**src/rtl/ps2_pkg.sv**
```systemverilog
// Shared PS/2 definitions: host-TX state encoding, frame geometry, default
// timing constants and the odd-parity helper used by both TX and RX paths.
package ps2_pkg;

    typedef enum logic [2:0] {
        ST_IDLE      = 3'd0,
        ST_INHIBIT   = 3'd1,
        ST_REQ       = 3'd2,
        ST_DATA      = 3'd3,
        ST_PARITY    = 3'd4,
        ST_STOP      = 3'd5,
        ST_ACK       = 3'd6,
        ST_WAIT_IDLE = 3'd7
    } ps2_state_e;

    localparam int PS2_FRAME_BITS      = 11;
    localparam int PS2_DATA_BITS       = 8;
    localparam int PS2_INHIBIT_DEFAULT = 5000;
    localparam int PS2_TIMEOUT_DEFAULT = 750000;

    // PS/2 parity bit makes the total count of ones odd
    function automatic logic ps2_odd_parity(input logic [7:0] byte_i);
        return ~^byte_i;
    endfunction

endpackage

```
**src/rtl/ps2_line_sync.sv**
```systemverilog
// Two-flop synchroniser for one open-drain PS/2 line with a gated
// falling-edge pulse; shared by the host transmitter and keyboard receiver.
module ps2_line_sync (
    input  logic clk_i,
    input  logic reset_n_i,
    input  logic line_i,
    input  logic en_i,
    output logic level_o,
    output logic fall_o
);

    logic meta_q;
    logic sync_q;
    logic prev_q;

    // Idle bus is high, so reset to 1 to avoid a false edge after reset
    always_ff @(posedge clk_i) begin
        if (!reset_n_i) begin
            meta_q <= 1'b1;
            sync_q <= 1'b1;
            prev_q <= 1'b1;
        end else begin
            meta_q <= line_i;
            sync_q <= meta_q;
            prev_q <= sync_q;
        end
    end

    assign level_o = sync_q;
    assign fall_o  = en_i & prev_q & ~sync_q;

endmodule

```
**src/rtl/ps2_host_tx.sv**
```systemverilog
// PS/2 host-to-device command transmitter (inhibit, request, 11-bit frame).
// Define PS2_TX_ACK_CHECK_EN to turn a missing device ACK into tx_error.
module ps2_host_tx
    import ps2_pkg::*;
#(
    parameter int INHIBIT_CYCLES = PS2_INHIBIT_DEFAULT,
    parameter int TIMEOUT_CYCLES = PS2_TIMEOUT_DEFAULT
) (
    input  logic       clk,
    input  logic       reset_n,
    input  logic [7:0] tx_data,
    input  logic       tx_valid,
    output logic       tx_ready,
    output logic       tx_done,
    output logic       tx_error,
    input  logic       PS2_clk_in,
    input  logic       PS2_data_in,
    output logic       PS2_clk_oe,
    output logic       PS2_data_oe
);

    localparam int MAX_CNT = (INHIBIT_CYCLES > TIMEOUT_CYCLES) ? INHIBIT_CYCLES : TIMEOUT_CYCLES;
    localparam int CW      = $clog2(MAX_CNT + 1);
    localparam int EW      = $clog2(PS2_FRAME_BITS + 1);

    localparam logic [CW-1:0] INH_LAST  = CW'(INHIBIT_CYCLES - 1);
    localparam logic [CW-1:0] TMO_LIMIT = CW'(TIMEOUT_CYCLES);
    localparam logic [EW-1:0] DATA_LAST = EW'(PS2_DATA_BITS - 1);
    localparam logic [EW-1:0] ACK_EDGE  = EW'(PS2_FRAME_BITS - 1);

    ps2_state_e    state_q;
    logic [7:0]    shift_q;
    logic          parity_q;
    logic [EW-1:0] edge_cnt_q;
    logic [CW-1:0] cnt_q;
    logic [CW-1:0] cnt_d;
    logic          clk_oe_q;
    logic          data_oe_q;
    logic          ready_q;
    logic          done_q;
    logic          error_q;

    logic clk_lvl_s;
    logic clk_fall_s;
    logic data_lvl_s;
    logic unused_data_fall_s;
    logic edge_en_s;
    logic frame_live_s;
    logic tmo_hit_s;

    assign edge_en_s    = (state_q inside {ST_DATA, ST_PARITY, ST_STOP, ST_ACK});
    assign frame_live_s = (state_q inside {ST_DATA, ST_PARITY, ST_STOP, ST_ACK, ST_WAIT_IDLE});
    assign cnt_d        = cnt_q + 1'b1;
    assign tmo_hit_s    = (cnt_d == TMO_LIMIT);

    ps2_line_sync u_clk_sync (
        .clk_i     (clk),
        .reset_n_i (reset_n),
        .line_i    (PS2_clk_in),
        .en_i      (edge_en_s),
        .level_o   (clk_lvl_s),
        .fall_o    (clk_fall_s)
    );

    ps2_line_sync u_data_sync (
        .clk_i     (clk),
        .reset_n_i (reset_n),
        .line_i    (PS2_data_in),
        .en_i      (1'b0),
        .level_o   (data_lvl_s),
        .fall_o    (unused_data_fall_s)
    );

    // Transmit FSM; all line drives and handshakes are registered here
    always_ff @(posedge clk) begin
        if (!reset_n) begin
            state_q    <= ST_IDLE;
            shift_q    <= 8'h00;
            parity_q   <= 1'b0;
            edge_cnt_q <= '0;
            cnt_q      <= '0;
            clk_oe_q   <= 1'b0;
            data_oe_q  <= 1'b0;
            ready_q    <= 1'b1;
            done_q     <= 1'b0;
            error_q    <= 1'b0;
        end else begin
            done_q  <= 1'b0;
            error_q <= 1'b0;
            if (frame_live_s) begin
                cnt_q <= cnt_d;
            end
            // The timeout wins over any edge seen in the same cycle
            if (frame_live_s && tmo_hit_s) begin
                clk_oe_q  <= 1'b0;
                data_oe_q <= 1'b0;
                error_q   <= 1'b1;
                ready_q   <= 1'b1;
                state_q   <= ST_IDLE;
            end else begin
                case (state_q)
                    ST_IDLE: begin
                        clk_oe_q  <= 1'b0;
                        data_oe_q <= 1'b0;
                        if (tx_valid && ready_q) begin
                            shift_q    <= tx_data;
                            parity_q   <= ps2_odd_parity(tx_data);
                            cnt_q      <= '0;
                            edge_cnt_q <= '0;
                            clk_oe_q   <= 1'b1;
                            ready_q    <= 1'b0;
                            state_q    <= ST_INHIBIT;
                        end else begin
                            ready_q <= 1'b1;
                        end
                    end
                    ST_INHIBIT: begin
                        if (cnt_q == INH_LAST) begin
                            data_oe_q <= 1'b1;
                            cnt_q     <= '0;
                            state_q   <= ST_REQ;
                        end else begin
                            cnt_q <= cnt_d;
                        end
                    end
                    ST_REQ: begin
                        clk_oe_q <= 1'b0;
                        cnt_q    <= '0;
                        state_q  <= ST_DATA;
                    end
                    ST_DATA: begin
                        if (clk_fall_s) begin
                            data_oe_q  <= ~shift_q[0];
                            shift_q    <= {1'b0, shift_q[7:1]};
                            edge_cnt_q <= edge_cnt_q + 1'b1;
                            if (edge_cnt_q == DATA_LAST) begin
                                state_q <= ST_PARITY;
                            end
                        end
                    end
                    ST_PARITY: begin
                        if (clk_fall_s) begin
                            data_oe_q  <= ~parity_q;
                            edge_cnt_q <= edge_cnt_q + 1'b1;
                            state_q    <= ST_STOP;
                        end
                    end
                    ST_STOP: begin
                        if (clk_fall_s) begin
                            data_oe_q  <= 1'b0;
                            edge_cnt_q <= edge_cnt_q + 1'b1;
                            state_q    <= ST_ACK;
                        end
                    end
                    ST_ACK: begin
                        if (clk_fall_s && (edge_cnt_q == ACK_EDGE)) begin
                            edge_cnt_q <= edge_cnt_q + 1'b1;
`ifdef PS2_TX_ACK_CHECK_EN
                            if (data_lvl_s) begin
                                clk_oe_q  <= 1'b0;
                                data_oe_q <= 1'b0;
                                error_q   <= 1'b1;
                                ready_q   <= 1'b1;
                                state_q   <= ST_IDLE;
                            end else begin
                                state_q <= ST_WAIT_IDLE;
                            end
`else
                            state_q <= ST_WAIT_IDLE;
`endif
                        end
                    end
                    ST_WAIT_IDLE: begin
                        if (clk_lvl_s && data_lvl_s) begin
                            done_q  <= 1'b1;
                            ready_q <= 1'b1;
                            state_q <= ST_IDLE;
                        end
                    end
                    default: begin
                        clk_oe_q  <= 1'b0;
                        data_oe_q <= 1'b0;
                        ready_q   <= 1'b1;
                        state_q   <= ST_IDLE;
                    end
                endcase
            end
        end
    end

    assign tx_ready    = ready_q;
    assign tx_done     = done_q;
    assign tx_error    = error_q;
    assign PS2_clk_oe  = clk_oe_q;
    assign PS2_data_oe = data_oe_q;

endmodule

```
**config.mk**
```make
export PLATFORM = sky130hd
export DESIGN_NAME = ps2_host_tx
export DESIGN_NICKNAME = d
export VERILOG_FILES = /design/src/rtl/ps2_pkg.sv /design/src/rtl/ps2_line_sync.sv /design/src/rtl/ps2_host_tx.sv
export SDC_FILE = /design/constraint.sdc
export NUM_CORES = 1
export LEC_CHECK = 0
export ABC_AREA = 1
export BUFFER_PORTS_ARGS = -buffer_cell sky130_fd_sc_hd__buf_2
export CAP_MARGIN = 10
export CORE_ASPECT_RATIO = 0.6
export CORE_UTILIZATION = 60
export CTS_CLUSTER_SIZE = 16
export DETAILED_ROUTE_END_ITERATION = 12
export HOLD_SLACK_MARGIN = 0.12
export PLACE_DENSITY = 0.9
export SLEW_MARGIN = 20
export SYNTH_ARGS = -nofsm -noshare
export SYNTH_HDL_FRONTEND = slang
export SYNTH_SLANG_ARGS = --single-unit
```
**constraint.sdc**
```tcl
create_clock -name clk -period 4 [get_ports clk]
set_clock_uncertainty 0.1 [all_clocks]
set_input_delay 0 -clock clk [delete_from_list [all_inputs] [get_ports clk]]
set_output_delay 0 -clock clk [all_outputs]
set_load 0.03 [all_outputs]
```
==> results of run 1 <==
-- critical path, stage by stage, from the launching register on --
cell           delay [ns]
dfxtp_1              0.47
ha_1                 0.28
nand3_1              0.16
nor2_2               0.26
nand2_1              0.08
nand2_1              0.17
nand2_1              0.08
nor2_1               0.08
nand2_1              0.07
nor2_2               0.15
nand3_4              0.14
nand3_4              0.19
nand2_1              0.10
nand2_1              0.12
nor2_1               0.07
dlygate4sd3_1        0.56
-- metrics by stage --
stage                     hold WS (ns)  utilization (%)  cells  total power, mW  setup slack (ns)
after floorplan                0.00658                -    482             1.15              1.92
final                            0.186             72.7    578             1.76             0.800
after detailed placement        0.0888             66.5    552             1.28              1.56
after global routing             0.190             72.7    578             1.88             0.573
after global placement          0.0862             66.5    552             1.26              1.57
after CTS                        0.165             72.7    578             1.70             0.994
-- cell families after synthesis --
kind of cell	Yosys count	synth area share [%]
AO/OA/AOI/OAI	57	11.2
XOR/XNOR	9	2.63
adder cells (fa/ha/maj)	4	1.67
buffers and inverters	84	10.9
flip-flops	46	30.7
AND/OR/NAND/NOR	282	42.9
-- cells in the mapped netlist --
cell	count	share of area, %
a211oi_1	1	0.25
a21oi_1	9	1.5
a21oi_2	1	0.29
a22oi_1	2	0.50
a31oi_1	1	0.21
buf_2	1	0.17
buf_4	1	0.25
buf_6	1	0.38
clkbuf_1	7	0.88
clkinv_1	2	0.25
dfxtp_1	46	31
ha_1	4	1.7
inv_1	72	9.0
nand2_1	132	17
nand2_2	6	1.3
nand3_1	29	4.8
nand3_2	1	0.33
nand3_4	2	1.2
nand3b_1	1	0.25
nand3b_4	1	0.67
nand4_1	16	3.3
nor2_1	61	7.6
nor2_2	10	2.1
nor2_4	2	0.75
nor3_1	8	1.3
nor4_1	5	1.0
o2111ai_1	2	0.58
o211ai_1	5	1.3
o21ai_0	29	4.8
o21ai_1	2	0.33
o21ai_2	1	0.29
o21bai_1	1	0.25
o32ai_1	3	0.88
or2_2	8	1.7
xnor2_1	5	1.5
xor2_1	4	1.2
-- per-layer routing --
metal / up-vias / share of wire [%]
li1: 1601 / -
met1: 1468 / 43
met2: 243 / 40
met3: 44 / 13
met4: 0 / 3.3
met5: - / 0
-- state kept, by name, summed over array words and instances, names as in the netlist, 3 cells and up --
signal,count
cnt_q,20
shift_q,8
state_q,3
edge_cnt_q,4
-- cell type report --
type	count	area [um^2]
multi-input cells	352	1750
fillers	363	1280
flip-flops and latches	46	921
inverters	74	278
repair buffers	35	265
well taps	63	78.8
clock buffers	6	72.6
clock inverters	2	37.5
-- repair_timing --
item	4_1_cts	5_1_grt
resized for setup	0	0
hold buffers	18	0
hold endpoints to repair	20	0
-- power by group --
group,internal (mW),switching (mW),total [mW]
Clock,0.187,0.175,0.362
Sequential,0.552,0.0705,0.622
Combinational,0.263,0.510,0.773
Total,1.00,0.755,1.76
-- worst max-delay path by stage --
| stage | to | slack (ns) | cells after the start |
|---|---|---|---|
| 2_1_floorplan | shift_q[4]$_SDFFE_PN0P_ | 1.92 | 15 |
| 3_3_place_gp | cnt_q[19]$_SDFF_PN0_ | 1.57 | 8 |
| 3_5_place_dp | shift_q[0]$_SDFFE_PN0P_ | 1.56 | 14 |
| 4_1_cts | shift_q[4]$_SDFFE_PN0P_ | 0.99 | 15 |
| 5_1_grt | shift_q[4]$_SDFFE_PN0P_ | 0.57 | 15 |
| 6_report | shift_q[4]$_SDFFE_PN0P_ | 0.80 | 15 |
==> results_dict.tcl, run 1 <==
set metrics [dict create \
    htreeDepth 2 \
    final_common_cell "nand2_1" \
    worst_setup_path_end_kind "flip-flop" \
    antenna_cells 0 \
    dieHeight_um 56.8 \
    cts_max_path_buffers 2 \
    cp-start-kind "flip-flop" \
    post_cts_buffers 0 \
    grt.busiest_layer "met1" \
    dpl.hpwl_um 6100 \
    grt_start_max_net_pins 25 \
    yosysUniqueCellTypes 36 \
    gp_congestion 0.985 \
    slew_headroom_pct 56.6 \
    initial_core_util_pct 64.0 \
    syn_area_per_cell_um2 6.22 \
    ioPinCount 18 \
    io_buffers 17 \
    final_hold_viol_count 0 \
    timing.critical_path.from "cnt_q[0]$_SDFF_PN0_" \
    cap_violations 0 \
    cts_root_buf "clkbuf_8" \
    setup_viol 0 \
    irDropWorstVdd_mv 0.415 \
    wirelength_um 9000 \
    met3_usage_pct 12.7 \
    grt_pass1_wl_um 14600 \
    power.density_mw_per_mm2 516 \
    crit_type "flip-flop to flip-flop" \
    rows 19 \
    placed_area_mm2 0.00311 \
    most-common-layout-cells "132 x nand2_1, 72 x inv_1, 61 x nor2_1, 46 x dfxtp_1" \
    p_leak_nw 1.47 \
    crit_fanout 16 \
    coreArea_mm2 0.00468 \
    gr-total-overflow 0 \
    hp-start "tx_valid" \
    tns_ns 0 \
    syn_area_mm2 0.00300 \
    stdcell_area_mm2 0.00340 \
    met1_usage_pct 52.0 \
    drive_gt1_share_pct 10.9 \
    slew_viol_final 0 \
    num_vias 3356 \
    required_ns 4.11 \
    status "finished clean" \
    drt_pre_antenna_iters 6 \
    fmax_mhz 312 \
    min_period_over_period_pct 80.0 \
    drtAntennaViolNets 0 \
    cts_tree "yes" \
    fin_crit_ns 3.20 \
    r2r_slack_ns 0.80 \
    first_iter_violations 550 \
    r2r_cells 15 \
    synth_nets 499 \
    hold_path_class "primary input to flip-flop" \
    final_nets 531 \
    antenna_found_initial 0 \
    clock_latency_ns 0.31 \
    clkSlewWorstSetupHoldPaths_ns 0.09 \
    clkSinkCount 46 \
    drcViolationCount 0 \
    arrival_ns 3.31 \
    yosysWarningCount 0 \
    grt.total_usage_pct 36.2 \
    rsz0062_at_grt "false" \
    met2_usage_pct 50.0 \
    holdPathEnd "cnt_q[3]$_SDFF_PN0_" \
    min_path_cells 4 \
    cts_buffers 5 \
    die_area_mm2 0.00529 \
    syn_inst 482 \
    wl_per_cell_um 15.6 \
    ys_seq_area_share_pct 30.7 \
    synth-seq-cells 46 \
    worstReg2RegEnd "shift_q[4]$_SDFFE_PN0P_" \
    grt_pass1_vias 2902 \
    tightest_slew_ns 0.644 \
    syn_to_final_growth_pct 13.5 \
    die_x_um 93.3 \
    viasPerCell 5.81 \
    rr_startpoint "cnt_q[0]$_SDFF_PN0_" \
]
(Power assumes the default switching activity.)
==> run 2: changes to the inputs <==
- CORE_UTILIZATION: 60 -> 55
- PLACE_DENSITY: 0.9 -> 0.87
- clock period: 4 -> 2.7 ns (I/O delays scaled with it)
==> results_dict.tcl, run 2 (same netlist as run 1, synthesis figures left out) <==
set metrics [dict create \
    clkSlewWorstSetupHoldPaths_ns 0.09 \
    antenna_cells 0 \
    die_area_mm2 0.00576 \
    drive_gt1_share_pct 12.4 \
    grt_pass1_wl_um 13500 \
    grt_start_max_net_pins 24 \
    cp-start-kind "flip-flop" \
    place_inst 562 \
    min_period_over_period_pct 92.1 \
    cts_buffers 5 \
    slew_viol_final 0 \
    cts_root_buf "clkbuf_8" \
    wirelength_um 8250 \
    cts_max_path_buffers 2 \
    rows 20 \
    clkSinkCount 46 \
    die_x_um 97.3 \
    dpl.hpwl_um 6080 \
    rsz0062_at_grt "false" \
    cp_top_family "simple AND/OR/NAND/NOR gates" \
    tns_ns 0 \
    coreArea_mm2 0.00515 \
    final_core_util_pct 66.2 \
    gp_congestion 0.939 \
    regArea_um2 922 \
    stdcell_area_mm2 0.00341 \
    status "finished clean" \
    drcViolationCount 0 \
    cp_cell_sequence "ha_1 > nand2_1 > nor2_4 > nand3_1 > nand2_1 > nand2_1 > nor2_1 > nand2_1 > nor2_2 > nand3_4 > nand3_4 > nand2_1 > nand2_1 > nor2_1" \
    p_leak_nw 1.47 \
    cpPeakStageDelay_ns 0.46 \
    syn_to_final_growth_pct 13.7 \
    required_ns 2.80 \
    cap_violations 0 \
    io_buffers 17 \
    hold_path_class "primary input to flip-flop" \
    multi_input_area_mm2 0.00175 \
    final_hold_viol_count 0 \
    top_register "cnt_q" \
    slew_headroom_pct 66.4 \
    fin_crit_ns 2.49 \
    drtAntennaViolNets 0 \
    worst_setup_path_end_kind "flip-flop" \
    dieHeight_um 59.2 \
    most-common-layout-cells "132 x nand2_1, 72 x inv_1, 61 x nor2_1, 45 x dfxtp_1" \
    cpMaxStageDelayCell "dfxtp_1" \
    fill_cells 470 \
    largest_reg_flops 20 \
    setup_viol 0 \
    placed_area_mm2 0.00317 \
    power.density_mw_per_mm2 738 \
    num_vias 3231 \
    path_buf_inv 0 \
    final_common_cell "nand2_1" \
    drt_pre_antenna_iters 6 \
    clock_latency_ns 0.30 \
    grt_pass1_vias 2773 \
    initial_core_util_pct 58.2 \
    reg.largest.list "cnt_q x20, shift_q x8, edge_cnt_q x4" \
    gr-total-overflow 0 \
    crit_type "flip-flop to flip-flop" \
    wl_per_cell_um 14.2 \
    htreeDepth 2 \
    tightest_slew_ns 0.500 \
    first_iter_violations 284 \
    ioPinCount 18 \
    crit_fanout 16 \
    grt.total_usage_pct 29.8 \
    final_nets 533 \
    fmax_mhz 402 \
    final_cells 583 \
    arrival_ns 2.59 \
    irDropWorstVdd_mv 0.351 \
    cp_common_cell "nand2_1" \
    viasPerCell 5.54 \
    cts_tree "yes" \
    antenna_found_initial 0 \
]
run 2: cell types whose count changed in the layout (fill, tap and decap cells not counted), sizes merged:
cell / previous run / this run
buf: 17 / 24
dlygate4sd3: 18 / 13
run 2: metal layers:
| layer | share of wire, % | GRT usage [%] |
|---|---|---|
| met2 | 41 | 44.4 |
| met1 | 49 | 45.3 |
| met5 | 0 | 0 |
| met3 | 9.4 | 5.54 |
| met4 | 0.58 | 5.25 |
run 2: power by group:
group	total (mW)	switching [mW]	internal [mW]
sequential	0.919	0.101	0.818
combinational	1.08	0.709	0.368
clock	0.522	0.245	0.277
run 2: what timing repair did:
action | in CTS | in global routing
endpoints found under the hold margin | 27 | 0
buffers inserted | 0 | 0
gates resized for setup | 0 | 1
hold buffers | 13 | 0
endpoints found under the setup margin | 0 | 3
run 2: cell type report:
cell class	instances	share of cell area, %
inverters	74	8.14
clock buffers	6	2.13
multi-input cells	352	51.3
repair buffers	37	7.85
flip-flops and latches	46	27.0
clock inverters	2	1.10
well taps	66	2.42
run 2: per-stage QoR:
stage                     hold slack [ns]  power [mW]  setup WS [ns]
after detailed placement           0.0913        1.96          0.291
final                               0.202        2.52          0.212
after floorplan                   0.00658        1.70          0.617
after global routing                0.204        2.70       0.000362
after CTS                           0.187        2.49          0.289
after global placement             0.0874        1.92          0.343
run 2: worst paths after layout:
path,startpoint,endpoint,slack (ns),cells after the start
worst max-delay path,cnt_q[0]$_SDFF_PN0_,shift_q[4]$_SDFFE_PN0P_,0.21,14
worst min-delay path,tx_valid,cnt_q[7]$_SDFF_PN0_,0.20,4
worst max register to register,cnt_q[0]$_SDFF_PN0_,shift_q[4]$_SDFFE_PN0P_,0.21,14
worst min register to register,u_clk_sync.meta_q$_SDFF_PN1_,u_clk_sync.level_o$_SDFF_PN1_,0.32,1
run 2: worst min-delay path: stages:
cell and delay [ns]:
buf_2 0.08, nand2_1 0.24, nand3_1 0.18, a21oi_1 0.06
==> run 3: changes to the inputs <==
- REMOVE_ABC_BUFFERS: not set -> 1
==> results_dict.tcl, run 3 (same netlist as run 1, synthesis figures left out) <==
set metrics [dict create \
    clkSinkCount 46 \
    ioPinCount 18 \
    multi_input_area_mm2 0.00175 \
    first_iter_violations 359 \
    place_inst 562 \
    post_cts_buffers 0 \
    arrival_ns 2.70 \
    cpPeakStageDelay_ns 0.47 \
    top_register "cnt_q" \
    die_x_um 97.3 \
    grt_pass1_vias 2692 \
    slew_viol_final 0 \
    io_buffers 17 \
    syn_to_final_growth_pct 13.1 \
    initial_core_util_pct 58.2 \
    required_ns 2.80 \
    crit_fanout 16 \
    rows 20 \
    cts_max_path_buffers 2 \
    cts_buffers 5 \
    crit_type "flip-flop to flip-flop" \
    fmax_mhz 384 \
    dieHeight_um 59.2 \
    irDropWorstVdd_mv 0.499 \
    cts_tree "yes" \
    drt_pre_antenna_iters 5 \
    status "finished clean" \
    fin_ws_ns 0.0992 \
    dp_slack_ns 0.257 \
    regArea_um2 921 \
    final_nets 531 \
    dpl.hpwl_um 6060 \
    slew_headroom_pct 64.2 \
    fill_cells 434 \
    setup_viol 0 \
    tightest_slew_ns 0.533 \
    grt_start_max_net_pins 24 \
    gr-total-overflow 0 \
    path_buf_inv 0 \
    clkSlewWorstSetupHoldPaths_ns 0.09 \
    final_cells 581 \
    gp_congestion 0.924 \
    antenna_cells 0 \
    reg.largest.list "cnt_q x20, shift_q x8, edge_cnt_q x4" \
    viasPerCell 5.47 \
    power.density_mw_per_mm2 744 \
    die_area_mm2 0.00576 \
    cts_root_buf "clkbuf_8" \
    cp-start-kind "flip-flop" \
    grt_pass1_wl_um 13400 \
    cp_cell_sequence "ha_2 > nand2_1 > nor2_4 > nand3_1 > nand2_1 > nand2_1 > nor2_1 > nand2_1 > nor2_2 > nand3_4 > nand3_4 > nand2_1 > nand2_1 > nor2_1" \
    htreeDepth 2 \
    whs_ns 0.210 \
    min_period_over_period_pct 96.3 \
    final_hold_viol_count 0 \
    clock_latency_ns 0.30 \
    cap_violations 0 \
    p_leak_nw 1.46 \
    fin_crit_ns 2.60 \
    cp_top_family "simple AND/OR/NAND/NOR gates" \
    worst_setup_path_end_kind "flip-flop" \
    p_total_mw 2.52 \
    coreArea_mm2 0.00515 \
    drtAntennaViolNets 0 \
    hold_path_class "primary input to flip-flop" \
    cp_common_cell "nand2_1" \
    drcViolationCount 0 \
    largest_reg_flops 20 \
    wirelength_um 8330 \
    wl_per_cell_um 14.3 \
    num_vias 3180 \
    grt.total_usage_pct 30.2 \
    drive_gt1_share_pct 12.4 \
    final_common_cell "nand2_1" \
    antenna_found_initial 0 \
    cpMaxStageDelayCell "dfxtp_1" \
    most-common-layout-cells "132 x nand2_1, 72 x inv_1, 61 x nor2_1, 46 x dfxtp_1" \
]
run 3: cell types whose count changed in the layout (fill, tap and decap cells not counted), sizes merged:
cell         delta
dlygate4sd3     -2
run 3: what timing repair did:
action,in CTS,in global routing
resized for setup,0,1
endpoints found under the hold margin,27,0
endpoints found under the setup margin,0,7
hold buffers,11,0
run 3: area by class of cell:
type	instances	area share, %
inverters	74	8.19
clock inverters	2	1.11
flip-flops and latches	46	27.1
repair buffers	35	7.30
well taps	66	2.43
clock buffers	6	2.14
multi-input cells	352	51.7
run 3: final timing paths:
path	to	cells past startpoint	slack, ns	startpoint
worst min register to register	u_clk_sync.level_o$_SDFF_PN1_	1	0.32	u_clk_sync.meta_q$_SDFF_PN1_
worst max-delay path	shift_q[5]$_SDFFE_PN0P_	14	0.1	cnt_q[0]$_SDFF_PN0_
worst min-delay path	cnt_q[15]$_SDFF_PN0_	4	0.21	tx_valid
worst max register to register	shift_q[5]$_SDFFE_PN0P_	14	0.1	cnt_q[0]$_SDFF_PN0_
run 3: per-stage QoR:
stage	setup TNS (ns)	area, um^2	util, %
3_3_place_gp	0	3170	61.5
4_1_cts	0	3390	65.8
5_1_grt	-0.0112	3390	65.8
6_report	0	3390	65.8
3_5_place_dp	0	3170	61.5
2_1_floorplan	0	2950	-
run 3: metal layers:
metal  vias up  wire length, um  global-route usage (%)
met5         -                0                       0
met1      1397             4030                    46.0
met2       168             3410                    44.2
met4         0               89                    7.56
met3        15              795                    4.83
li1       1600                -                       -
run 3: worst reg2reg max path, stage by stage, from the launching register on:
cell and delay [ns]:
dfxtp_1 0.47, ha_2 0.28, nand2_1 0.11, nor2_4 0.16
nand3_1 0.09, nand2_1 0.19, nand2_1 0.07, nor2_1 0.19
nand2_1 0.10, nor2_2 0.16, nand3_4 0.15, nand3_4 0.19
nand2_1 0.10, nand2_1 0.09, nor2_1 0.05
run 3: report_power, final:
group / internal, mW / switching (mW) / total, mW
sequential: 0.817 / 0.0988 / 0.916
clock: 0.276 / 0.243 / 0.520
combinational: 0.368 / 0.719 / 1.09
total: 1.46 / 1.06 / 2.52
